**config.mk**
```make
export PLATFORM = sky130hd
export DESIGN_NAME = sr_excitation_driver
export DESIGN_NICKNAME = d
export VERILOG_FILES = /design/src/rtl/sr_pkg.sv /design/src/rtl/sr_excite.sv /design/src/rtl/sr_excitation_driver.sv
export SDC_FILE = /design/constraint.sdc
export NUM_CORES = 1
export LEC_CHECK = 0
export CAP_MARGIN = 10
export CORE_UTILIZATION = 44
export DETAILED_ROUTE_END_ITERATION = 6
export GPL_TIMING_DRIVEN = 0
export HOLD_SLACK_MARGIN = 0.05
export PLACE_DENSITY = 0.73
export SETUP_SLACK_MARGIN = 0.2
export SYNTH_ARGS = -nofsm -noshare
export SYNTH_HDL_FRONTEND = slang
export SYNTH_SLANG_ARGS = --single-unit
```
**constraint.sdc**
```tcl
create_clock -name clock -period 1.7 [get_ports clock]
set_input_delay 0.34 -clock clock [delete_from_list [all_inputs] [get_ports clock]]
set_output_delay 0.34 -clock clock [all_outputs]
set_load 0.05 [all_outputs]
```
**src/rtl/sr_pkg.sv**
```systemverilog
// Shared types for the SR flip-flop excitation driver: sequencer states and
// per-bit {s,r} excitation codes.
package sr_pkg;

    typedef enum logic [1:0] {
        IDLE  = 2'd0,
        DRIVE = 2'd1,
        CHECK = 2'd2
    } state_t;

    localparam logic [1:0] SR_HOLD = 2'b00;
    localparam logic [1:0] SR_RST  = 2'b01;
    localparam logic [1:0] SR_SET  = 2'b10;
    localparam logic [1:0] SR_PROH = 2'b11;

    // Inverse of the SR characteristic table. Don't-cares resolve to hold.
    function automatic logic [1:0] sr_code(input logic cur, input logic tgt);
        logic [1:0] code;
        code = SR_HOLD;
        if (tgt && !cur)
            code = SR_SET;
        else if (!tgt && cur)
            code = SR_RST;
        // Defensive guard: the prohibited S=R=1 pair can never leave here.
        if (code == SR_PROH)
            code = SR_HOLD;
        return code;
    endfunction

endpackage

```
**src/rtl/sr_excite.sv**
```systemverilog
// Combinational per-bit S/R excitation from the bank's current outputs and
// the requested target.
module sr_excite
    import sr_pkg::*;
#(
    parameter int WIDTH = 4
) (
    input  logic [WIDTH-1:0] cur,
    input  logic [WIDTH-1:0] tgt,
    output logic [WIDTH-1:0] s_n,
    output logic [WIDTH-1:0] r_n
);

    always_comb begin
        logic [1:0] code;
        code = SR_HOLD;
        s_n  = '0;
        r_n  = '0;
        for (int i = 0; i < WIDTH; i++) begin
            code   = sr_code(cur[i], tgt[i]);
            s_n[i] = code[1];
            r_n[i] = code[0];
        end
    end

endmodule

```
**src/rtl/sr_excitation_driver.sv**
```systemverilog
// Sequencer that drives a bank of SR flip-flops to a requested vector:
// drive one cycle, read back, retry up to MAX_RETRY times on mismatch.
module sr_excitation_driver
    import sr_pkg::*;
#(
    parameter int WIDTH     = 4,
    parameter int MAX_RETRY = 3,
    parameter int CNT_W     = 2
) (
    input  logic             clock,
    input  logic             reset,
    input  logic             req_valid,
    output logic             req_ready,
    input  logic [WIDTH-1:0] req_target,
    input  logic [WIDTH-1:0] fb_y,
    output logic [WIDTH-1:0] s,
    output logic [WIDTH-1:0] r,
    output logic             busy,
    output logic             done,
    output logic             error,
    output logic [WIDTH-1:0] mismatch,
    output logic [CNT_W-1:0] retry_cnt
);

    // Handshake: a request transfers on a rising edge where req_valid and
    // req_ready are both high; req_ready is only high in IDLE, no queuing.

    localparam logic [CNT_W-1:0] MAX_CNT = CNT_W'(MAX_RETRY);

    state_t           state;
    logic [WIDTH-1:0] tgt_q;
    logic [WIDTH-1:0] ex_tgt;
    logic [WIDTH-1:0] s_n;
    logic [WIDTH-1:0] r_n;
    logic             accept;

    // On the accept edge tgt_q is not loaded yet, so excite from the request.
    assign ex_tgt = (state == IDLE) ? req_target : tgt_q;
    assign accept = req_valid && req_ready;

    sr_excite #(.WIDTH(WIDTH)) u_excite (
        .cur (fb_y),
        .tgt (ex_tgt),
        .s_n (s_n),
        .r_n (r_n)
    );

    always_ff @(posedge clock) begin
        if (!reset) begin
            state     <= IDLE;
            tgt_q     <= '0;
            s         <= '0;
            r         <= '0;
            req_ready <= 1'b0;
            busy      <= 1'b0;
            done      <= 1'b0;
            error     <= 1'b0;
            mismatch  <= '0;
            retry_cnt <= '0;
        end else begin
            done  <= 1'b0;
            error <= 1'b0;
            s     <= '0;
            r     <= '0;
            case (state)
                IDLE: begin
                    req_ready <= 1'b1;
                    busy      <= 1'b0;
                    if (accept) begin
                        tgt_q     <= req_target;
                        mismatch  <= '0;
                        retry_cnt <= '0;
                        s         <= s_n;
                        r         <= r_n;
                        req_ready <= 1'b0;
                        busy      <= 1'b1;
                        state     <= DRIVE;
                    end
                end
                DRIVE: begin
                    state <= CHECK;
                end
                CHECK: begin
                    if (fb_y == tgt_q) begin
                        done      <= 1'b1;
                        busy      <= 1'b0;
                        req_ready <= 1'b1;
                        state     <= IDLE;
                    end else if (retry_cnt < MAX_CNT) begin
                        retry_cnt <= retry_cnt + 1'b1;
                        s         <= s_n;
                        r         <= r_n;
                        state     <= DRIVE;
                    end else begin
                        mismatch  <= fb_y ^ tgt_q;
                        error     <= 1'b1;
                        busy      <= 1'b0;
                        req_ready <= 1'b1;
                        state     <= IDLE;
                    end
                end
                default: begin
                    req_ready <= 1'b0;
                    busy      <= 1'b0;
                    state     <= IDLE;
                end
            endcase
        end
    end

endmodule

```
==> results of run 1 <==
## cell type report
class | count | area [µm²] | area share (%)
Multi-Input combinational cell | 67 | 634 | 39.5
Timing Repair Buffer | 42 | 347 | 21.6
Clock inverter | 1 | 30.0 | 1.87
Tap cell | 27 | 33.8 | 2.10
Sequential cell | 24 | 500 | 31.2
Clock buffer | 3 | 22.5 | 1.40
Inverter | 2 | 10.0 | 0.624
Buffer | 4 | 27.5 | 1.71
## registers in the layout (all words and copies together), names as in the netlist
register,flops
mismatch,4
r,4
s,4
tgt_q,4
retry_cnt,2
state,2
busy,1
done,1
error,1
req_ready,1
## through the flow
stage / util, % / worst slack, ps / power [W]
2_1_floorplan: - / 157 / 0.000700
4_1_cts: 77.8 / 92.0 / 0.00122
6_report: 81.0 / 87.7 / 0.00128
3_3_place_gp: 63.8 / -462 / 0.000765
5_1_grt: 81.0 / 25.2 / 0.00131
3_5_place_dp: 63.8 / -507 / 0.000768
## routing by layer
layer	vias to the layer above	track usage [%]	routed length, µm
li1	448	-	-
met1	471	29.2	1220
met2	46	42.9	1480
met3	4	8.15	228
met4	0	16.7	52
met5	-	0	0
## what timing repair did
| action | in CTS | in global routing |
|---|---|---|
| setup endpoints to repair | 37 | 33 |
| hold endpoints to repair | 0 | 0 |
| setup buffers | 11 | 3 |
| gates resized for setup | 70 | 34 |
| pin swaps | 9 | 6 |
## placed cells by master (no fill, tap or decap), drive strengths merged, types with 2 or more instances in the layout
master	netlist	final
and3	5	5
dlygate4sd2	0	3
nor3	5	5
clkbuf	2	15
o21ai	3	3
a21oi	10	10
xor2	4	4
nor2	2	2
mux2i	5	5
clkdlybuf4s50	0	6
inv	2	2
dfxtp	24	24
nand3	8	8
nand2	9	9
buf	2	16
a32oi	4	4
clkdlybuf4s15	0	9
## final timing paths
kind | end | cells past startpoint | slack, ps
worst min-delay path | s[1] | 2 | 360
worst max-delay path | r[3] | 5 | 90
worst max register to register | r[3] | 5 | 90
worst min register to register | mismatch[0] | 2 | 510
## logic make-up after synthesis
kind of cell,synth area share (%)
mux,5.33
flops,51.1
simple gates,20.4
compound gates,15.6
buf+inv,2.53
fa+ha+maj,1.33
xor+xnor,3.73
## cell usage after synthesis (all sizes together)
master / instances / area, µm²
a21oi: 10 / 50.1
nor3: 5 / 25.0
clkbuf: 2 / 7.51
a2bb2oi: 1 / 8.76
nor4bb: 1 / 10.0
mux2i: 5 / 50.1
nand2b: 1 / 6.26
dfxtp: 24 / 480
ha: 1 / 12.5
a31oi: 1 / 6.26
nand3: 8 / 40.0
inv: 2 / 7.50
nor4: 1 / 6.26
xor2: 4 / 35.0
o21ai: 3 / 26.3
and3: 5 / 31.3
a32oi: 4 / 35.0
nor2: 2 / 7.51
nor3b: 1 / 7.51
or2b: 1 / 7.51
buf: 2 / 8.75
and4b: 1 / 10.0
o41ai: 1 / 8.76
o41a: 1 / 11.3
nand2: 9 / 33.8
nor2b: 1 / 6.26
## power by group
part	internal (W)	leakage, nW	switching [W]
clock	0.000239	0.0279	0.000193
combinational	0.000107	0.402	0.000142
sequential	0.000575	0.198	0.0000201
total	0.000921	0.628	0.000355
==> impl_metrics.toml, run 1 <==
[clock_network]
cts_sinks = 24
htree_num_levels = 1
cts_buffer_depth = 2
cts_hold_buf = 0
cts-root-buf = "clkbuf_4"
cts_tree = "done"
worstSkewPairLatency_ps = 340
cts_buffers = 3
clk_pin_slew_ps = 140

[sta]
fin_crit_ps = 1610
fmax_mhz = 620
worstMarginPinSlew_ps = 495
min_period_over_period_pct = 94.8
hold_violations = 0
slew-limit-headroom_pct = 67.0
finalSetupViolCount = 0
rsz0062_at_grt = "yes"
whs_ps = 360
fin_worst_skew_ps = 4.99
drv_slew = 0
tns_ps = 0

[run]
max-cap-violations = 0

[die]
die_h_um = 48.2
initial_core_util_pct = 47.4
fp.dieArea_mm2 = 0.00232
core_mm2 = 0.00198
rows = 16
die_x_um = 48.2
io-pin-count = 29

[finish]
drive_gt1_share_pct = 48.3
syn_to_final_growth_pct = 70.8
fin_nets = 156
fillers = 109
fin_area_mm2 = 0.00161
fin_cells = 170
antennaDiodeCount = 0

[power]
powerDensity_mw_per_mm2 = 795
ir_worst_vdd_mv = 0.634
power_leakage_nw = 0.628

[drt]
drt-total-wl_mm = 2.98
first_pass_iters = 4
wl_per_cell_um = 17.5
drc_errors = 0
drtIter0Drc = 11
vias = 969
final_antenna_net_count = 0
viasPerCell = 5.70

[critical_path]
crit_fanout = 5
critical-path-max-stage-delay_ps = 490
end_kind = "register"
path_cells = "xor2_4 -> o41a_1 -> o21ai_4 -> inv_4 -> and3_4"
r2r-start = "tgt_q[3]"
startpoint = "tgt_q[3]"
critPathTopFamily = "compound AO/OA/AOI/OAI gates"
crit_slowest_cell = "o41a_1"
worst-path-buf-inv = 1
start_kind = "register"
worstPathRequired_ps = 1950
crit_type = "register to register"
cp.arrival_ps = 1860

[worst_hold_path]
hp-start = "fb_y[1]"
min_path_type = "input pin to register"

[run_status]
status = "complete, no violations"

[grt]
grt_pass1_vias = 844
grt_overflow = 0
antenna_found_initial = 0
grt_max_degree = 15
grt_pass1_wl_mm = 3.92
track_usage_pct = 26.2

[placement]
place_congestion = 0.784
dpl_cell_area_mm2 = 0.00126
dp_cells = 152
io_buffer_count = 28
dpl.hpwl_mm = 1.51

[logic_synthesis]
seq_area_frac_synth_pct = 51.1
ys_ff_latch = 24
synthDistinctLibCells = 29
synth_cells = 97
avgSynthCellArea_um2 = 9.69
syn-cell-area_um2 = 940
syn-num-nets = 109
yosysWarnings = 0
Power figures use the tool's default switching activity.
==> inputs of run 2 (changes only) <==
Settings changed: CORE_UTILIZATION 44 to 48, PLACE_DENSITY 0.73 to 0.79.
Clock period 1.7 ns to 2.1 ns, I/O delays scaled along.
==> run 2 against run 1 <==
Power is 25% lower; routed wire length fell by 23%; clock skew down 3.3 ps; utilization down 4.2 points; register-to-register slack gained 280 ps; critical endpoint unchanged; highest routed layer unchanged.
==> impl_metrics.toml, run 2 (synthesis gave the netlist of run 1 again) <==
[clock_network]
cts_sinks = 24
cts_buffers = 3
worstSkewPairLatency_ps = 320
cts_tree = "done"
clk_pin_slew_ps = 130
htree_num_levels = 1
cts-root-buf = "clkbuf_4"
cts_buffer_depth = 2
cts_hold_buf = 0

[finish]
fillers = 129
antennaDiodeCount = 0
mostFrequentLayoutCell = "dfxtp_1"
drive_gt1_share_pct = 9.09
fin_area_mm2 = 0.00137
multi_input_comb_area_um2 = 449
mostFrequentLayoutCells = "dfxtp_1, dlymetal6s2s_1, a21oi_1, nand2_1, clkdlybuf4s50_1"
syn_to_final_growth_pct = 45.8
register_area_um2 = 480
fin_nets = 145

[sta]
hold_violations = 0
fin_crit_ps = 1850
setup_slack_ps = 247
fin_worst_skew_ps = 1.68
rsz0062_at_grt = "yes"
slew-limit-headroom_pct = 65.5
tns_ps = 0
fmax_mhz = 540
finalSetupViolCount = 0
worstMarginPinSlew_ps = 514
drv_slew = 0
min_period_over_period_pct = 88.2

[worst_hold_path]
hold_depth = 2
holdPathEnd = "s[2]"
hp-start = "fb_y[2]"
min_path_type = "input pin to register"

[critical_path]
end_kind = "register"
path_cells = "clkdlybuf4s50_1 -> xor2_1 -> o41a_1 -> o21ai_4 -> inv_2 -> and3_1"
r2r_cells = 6
crit_slowest_cell = "o41a_1"
crit_fanout = 5
critPathTopFamily = "compound AO/OA/AOI/OAI gates"
crit_type = "input pin to register"
worstPathRequired_ps = 2330
timing.rr.end = "mismatch[1]"
worst-path-buf-inv = 2
r2r-start = "state[1]"
cp.arrival_ps = 2080
start_kind = "input pin"
r2r_slack_ps = 370
critical-path-max-stage-delay_ps = 510

[drt]
first_pass_iters = 4
drtIter0Drc = 18
wl_per_cell_um = 14.6
drt-total-wl_mm = 2.30
final_antenna_net_count = 0
drc_errors = 0
viasPerCell = 5.57
vias = 875

[power]
power_leakage_nw = 0.752
power_w = 0.000959
powerDensity_mw_per_mm2 = 700
ir_worst_vdd_mv = 0.667

[placement]
dpl_cell_area_mm2 = 0.00125
dpl.hpwl_mm = 1.47
dp_slack_ps = -107
place_congestion = 0.790
io_buffer_count = 28

[grt]
grt_pass1_vias = 750
antenna_found_initial = 0
track_usage_pct = 23.9
grt_overflow = 0
grt_max_degree = 15
grt_pass1_wl_mm = 3.46

[die]
initial_core_util_pct = 52.7
rows = 15
io-pin-count = 29
die_h_um = 46.2
core_mm2 = 0.00178
die_x_um = 46.2
fp.dieArea_mm2 = 0.00214

[run_status]
status = "complete, no violations"

[run]
max-cap-violations = 0
[run 2: cell count changes in the layout (fill, tap and decap cells not counted), sizes merged]
cell	before	now
clkdlybuf4s15	9	0
buf	16	5
dlymetal6s2s	0	11
clkdlybuf4s50	6	9
dlygate4sd2	3	8
clkbuf	15	5
[run 2: timing repair]
item	4_1_cts	5_1_grt
buffers inserted	0	3
pin swaps	0	2
hold endpoints to repair	0	0
gates resized for setup	8	13
setup endpoints to repair	8	20
[run 2: layout make-up]
class                           count  share of cell area, %
Clock inverter                      1                   2.19
Sequential cell                    24                   35.1
Clock buffer                        3                   1.64
Timing Repair Buffer               31                   24.3
Inverter                            2                  0.548
Buffer                              4                   1.19
Tap cell                           25                   2.28
Multi-Input combinational cell     67                   32.8
[run 2: worst max path at each step]
| stage | startpoint | endpoint | depth (start not counted) |
|---|---|---|---|
| after global routing | req_valid | mismatch[1] | 6 |
| after detailed placement | fb_y[1] | r[3] | 6 |
| after CTS | busy | busy | 1 |
| final | fb_y[0] | r[3] | 6 |
| after global placement | fb_y[1] | r[1] | 6 |
| after floorplan | retry_cnt[0] | retry_cnt[0] | 5 |
[run 2: power by group]
group	leakage [nW]	switching, W	internal, W
combinational	0.529	0.0000868	0.0000567
sequential	0.195	0.0000114	0.000469
clock	0.0279	0.000142	0.000193
total	0.752	0.000240	0.000718
[run 2: per-layer routing]
layer / track usage, % / wire [µm]
met1: 30.2 / 996
met2: 38.9 / 1140
met3: 4.71 / 118
met4: 10.6 / 46
met5: 0 / 0
[run 2: stage by stage]
step | std cells | utilization [%] | hold slack, ps
after global routing | 157 | 76.8 | 407
after CTS | 154 | 72.6 | 491
after global placement | 150 | 70.2 | 466
final | 157 | 76.8 | 370
after floorplan | 97 | - | 460
after detailed placement | 150 | 70.2 | 475
[run 2: worst register-to-register path, stage by stage, from the launching register on]
cell	delay [ps]
dfxtp_1	320
buf_2	170
nor4bb_1	280
buf_1	400
a21oi_1	170
a32oi_1	190
a21oi_1	90
==> RTL change 1: new RTL, config.mk and constraints of run 1 <==
Add an input register stage for `req_target`, cleared by the reset; this delays it by one clock. The other inputs are not delayed to match.
--- a/src/rtl/sr_excitation_driver.sv
+++ b/src/rtl/sr_excitation_driver.sv
@@ -27,6 +27,16 @@
 
     localparam logic [CNT_W-1:0] MAX_CNT = CNT_W'(MAX_RETRY);
 
+    logic [WIDTH-1:0] req_target_q;
+
+    always_ff @(posedge clock) begin
+        if (!reset) begin
+            req_target_q <= '0;
+        end else begin
+            req_target_q <= req_target;
+        end
+    end
+
     state_t           state;
     logic [WIDTH-1:0] tgt_q;
     logic [WIDTH-1:0] ex_tgt;
@@ -35,7 +45,7 @@
     logic             accept;
 
     // On the accept edge tgt_q is not loaded yet, so excite from the request.
-    assign ex_tgt = (state == IDLE) ? req_target : tgt_q;
+    assign ex_tgt = (state == IDLE) ? req_target_q : tgt_q;
     assign accept = req_valid && req_ready;
 
     sr_excite #(.WIDTH(WIDTH)) u_excite (
@@ -67,7 +77,7 @@
                     req_ready <= 1'b1;
                     busy      <= 1'b0;
                     if (accept) begin
-                        tgt_q     <= req_target;
+                        tgt_q     <= req_target_q;
                         mismatch  <= '0;
                         retry_cnt <= '0;
                         s         <= s_n;
Behaviour: not the same (Yosys sat finds a counterexample within 4 cycles, from zero or initial values and one cycle with reset low).
==> RTL change 1 against run 1 <==
Routed wire length shrank 23%; worst hold slack improved by 0.040 ns; global-route usage shrank 6.0 points; power fell by 7.4%; worst setup slack got worse by 0.0038 ns; cell area down 7.2%; synthesized area is 11% higher; sequential cell count grew 4; critical endpoint unchanged.
==> RTL change 1: results (changes against run 1) <==
* Status: complete, no violations (unchanged)
* Total GRT Usage at 20.1% (was 26.2%)
* Delay-heaviest family, CP: simple AND/OR/NAND/NOR gates (was compound AO/OA/AOI/OAI gates)
* Critical path's slowest cell: dfxtp_4 (was o41a_1)
* DP Wirelength at 1510 um (about the same)
* Crit-path max FO at 4 (was 5)
* Via count at 887 (was 969)
* Worst Hold Class: primary input to flop (unchanged)
* Wire per inst at 13.2 um (was 17.5 um)
* Top_reg_cell synth: dfxtp_1 (unchanged)
* Pre-CTS WS at -0.388 ns (was -0.507 ns)
* Input/output buffers at 28 (unchanged)
* Dpl cells at 162 (was 152)
* Ys Warns at 0 (unchanged)
* Worst EP arrival at 1.89 ns (was 1.86 ns)
* Hold Slack at 0.400 ns (was 0.360 ns)
* Met3 usage at 3.64% (was 8.15%)
* # diodes at 0 (unchanged)
* Gpl congestion at 0.761 (was 0.784)
* Clk_skew at 0.00535 ns (was 0.00499 ns)
* Drt via density at 5.13 (was 5.70)
* Worst r2r src: retry_cnt[0] (was tgt_q[3])
* Number of global-route vias before repair at 800 (was 844)
* Largest net degree at the start of global routing at 16 (was 15)
* GR Util met1 at 23.5% (was 29.2%)
* Leak Pwr at 0.614 nW (was 0.628 nW)
* Hold endpoint: s[2] (was s[1])
* Peak supply drop at 0.575 mV (was 0.634 mV)
* H-tree levels at 1 (unchanged)
* Flop2flop setup slack at ~0.084 ns
* Synth Area per Inst at 9.82 um2 (was 9.69 um2)
* Synth unique cells at 24 (was 29)
* Min-delay src: fb_y[2] (was fb_y[1])
* Fillers at 170 (was 109)
* Syn-to-layout area delta at 43.0% (was 70.8%)
* Routed wl met2 at 1180 um (was 1480 um)
* CP Capture Point: r[3] (unchanged)
* Synth cell count leaders: dfxtp_1 (28), nand2_1 (19), nor2_1 (7) (was dfxtp_1 (24), a21oi_1 (10), nand2_1 (9))
* Metal-1 WL at 990 um (was 1220 um)
* First-pass GRT wire length at 3730 um (was 3920 um)
* CP peak stage delay at 0.38 ns (was 0.49 ns)
* Layout cells sized above 1 at 34.5% (was 48.3%)
* Placed inst area at 0.00138 mm2 (was 0.00126 mm2)
* WL met3 at 78 um (was 228 um)
* Max-slew headroom at 75.6% (was 67.0%)
* Later-pin clock latency in the skew report at 0.32 ns (was 0.34 ns)
* Syn Nets at 118 (was 109)
* DR iter-0 viols at 9 (was 11)
* GR Util met2 at 35.8% (was 42.9%)
* Fin crit period at 1.62 ns (was 1.61 ns)
* Synth area leaders: dfxtp_1 (54%), nand2_1 (6.9%), mux2i_1 (3.8%), nor3_2 (3.8%), xnor2_1 (3.4%) (was dfxtp_1 (51%), a21oi_1 (5.3%), mux2i_1 (5.3%), nand3_1 (4.3%), a32oi_1 (3.7%))
* Max Root-Sink Buffers at 2 (unchanged)
* Sequential share of the synthesized area at 53.8% (was 51.1%)
* Reg2reg path depth at 6 (was 5)
* Critical path endpoint category: flop (unchanged)
* Fraction of registers with async set/reset at 0% (unchanged)
[RTL change 1: cells by family after synthesis]
kind of cell / Yosys count / share of synthesized area, %
simple gates: 47 / 23.6
flops: 28 / 53.8
compound gates: 17 / 12.4
buf+inv: 5 / 1.80
xor+xnor: 4 / 3.37
mux: 4 / 3.85
fa+ha+maj: 1 / 1.20
[RTL change 1: power by group]
part	leakage (nW)	switching [mW]	total [mW]	internal, mW
Combinational	0.362	0.103	0.172	0.0682
Clock	0.0210	0.187	0.318	0.131
Sequential	0.230	0.0187	0.691	0.672
[RTL change 1: layout make-up]
cell class	instances	share of cell area, %
Buffer	2	0.588
Clock buffer	4	2.44
Inverter	3	0.756
Multi-Input combinational cell	74	36.3
Sequential cell	28	38.3
Tap cell	28	2.35
Timing Repair Buffer	34	19.2
[RTL change 1: timing repair]
item                       4_1_cts  5_1_grt
buffers inserted                 6        0
gates resized for setup         63       16
setup endpoints to repair       39       24
pin swaps                        6        0
cloned                           1        0
==> RTL change 2: new RTL, flow settings as in run 1 <==
Without the edit above. Change the parameter `CNT_W` from 2 to 4.
--- a/src/rtl/sr_excitation_driver.sv
+++ b/src/rtl/sr_excitation_driver.sv
@@ -5,7 +5,7 @@
 #(
     parameter int WIDTH     = 4,
     parameter int MAX_RETRY = 3,
-    parameter int CNT_W     = 2
+    parameter int CNT_W     = 4
 ) (
     input  logic             clock,
     input  logic             reset,
Ports: changed (resized retry_cnt); port bits go from 29 to 31. No check against the original RTL was run, so the function may have changed too.
==> RTL change 2 against run 1 <==
Worst setup slack got worse by 0.0093 ns; cell area increased by 0.31%; power increased by 2.4%; synthesized area increased by 20%; clock skew increased by 0.0047 ns; routed wire length decreased by 6.9%; synthesized cell count increased by 18%; sequential cell count increased by 2; global-route usage decreased by 3.9 points; combinational power decreased by 5%; worst hold slack improved by 0.039 ns; sequential power increased by 8.6%.
==> RTL change 2: results (changes against run 1) <==
* Synth Area per Inst at 9.90 um2 (was 9.69 um2)
* Peak supply drop at 0.721 mV (was 0.634 mV)
* Wire per inst at 15.3 um (was 17.5 um)
* DR iter-0 viols at 22 (was 11)
* Metal-1 WL at 1260 um (was 1220 um)
* Input/output buffers at 30 (was 28)
* Synth unique cells at 31 (was 29)
* Crit-path max FO at 7 (was 5)
* Placed inst area at 0.00149 mm2 (was 0.00126 mm2)
* Hold endpoint: s[2] (was s[1])
* Syn Nets at 126 (was 109)
* Status: complete, no violations (unchanged)
* Critical path's slowest cell: dfxtp_4 (was o41a_1)
* CP peak stage delay at 0.39 ns (was 0.49 ns)
* GR Util met1 at 26.5% (was 29.2%)
* Routed wl met2 at 1390 um (was 1480 um)
* Fin crit period at 1.62 ns (was 1.61 ns)
* GR Util met2 at 39.7% (was 42.9%)
* Total GRT Usage at 22.2% (was 26.2%)
* WL met3 at 67 um (was 228 um)
* Largest net degree at the start of global routing at 16 (was 15)
* Post CTS Setup Buffer Count at 4 (was 11)
* Sequential share of the synthesized area at 46.1% (was 51.1%)
* Gpl congestion at 0.756 (was 0.784)
* Final nets at 166 (was 156)
* Leak Pwr at 0.670 nW (was 0.628 nW)
* Min-delay src: fb_y[2] (was fb_y[1])
* Synth cell count leaders: dfxtp_1 (26), nand3_1 (11), mux2i_1 (9) (was dfxtp_1 (24), a21oi_1 (10), nand2_1 (9))
* Layout cells sized above 1 at 37.3% (was 48.3%)
* Via count at 978 (was 969)
* Worst r2r src: retry_cnt[0] (was tgt_q[3])
* Hold Slack at 0.399 ns (was 0.360 ns)
## RTL change 2: cell count changes in the layout (fill, tap and decap cells not counted), moves of 4 or more
| cell | run 1 | this run |
|---|---|---|
| nand2_1 | 9 | 2 |
| nor2b_1 | 1 | 5 |
| mux2i_1 | 5 | 9 |
| nor3_2 | 5 | 0 |
| a21boi_0 | 0 | 4 |
| and3_4 | 4 | 0 |
| buf_4 | 14 | 6 |
| a21oi_1 | 9 | 2 |
| xor2_4 | 4 | 0 |
| a32oi_1 | 4 | 0 |
| nor3_1 | 0 | 5 |
## RTL change 2: final cells by class
cell class / count / area, um2 / share of cell area, %
Multi-Input combinational cell: 79 / 622 / 38.6
Clock buffer: 3 / 22.5 / 1.40
Buffer: 7 / 50.0 / 3.11
Sequential cell: 26 / 533 / 33.1
Timing Repair Buffer: 35 / 310 / 19.3
Clock inverter: 1 / 30.0 / 1.86
Tap cell: 28 / 35.0 / 2.18
Inverter: 2 / 7.51 / 0.466
## RTL change 2: report_power, final
group,internal [mW],switching [mW]
clock,0.238,0.185
sequential,0.627,0.0194
combinational,0.102,0.135
total,0.967,0.339
## RTL change 2: critical path: cells and delay by family, from the launching register on
| kind | cells | cell delay (ns) |
|---|---|---|
| simple gates | 2 | 0.59 |
| flops | 1 | 0.39 |
| compound gates | 1 | 0.25 |
| fa+ha+maj | 1 | 0.16 |
| buf+inv | 1 | 0.15 |
## RTL change 2: logic make-up (layout without fill, tap and decap cells)
family	after synthesis	count (layout)	share of synthesized area [%]
muxes	9	9	7.98
xor gates and xnor gates	4	4	3.10
AOI/OAI and AO/OA	17	17	9.98
adders and majority gates	1	1	1.11
buffers and inverters	9	48	4.43
DFF	26	26	46.1
and+or+nand+nor	48	48	27.3
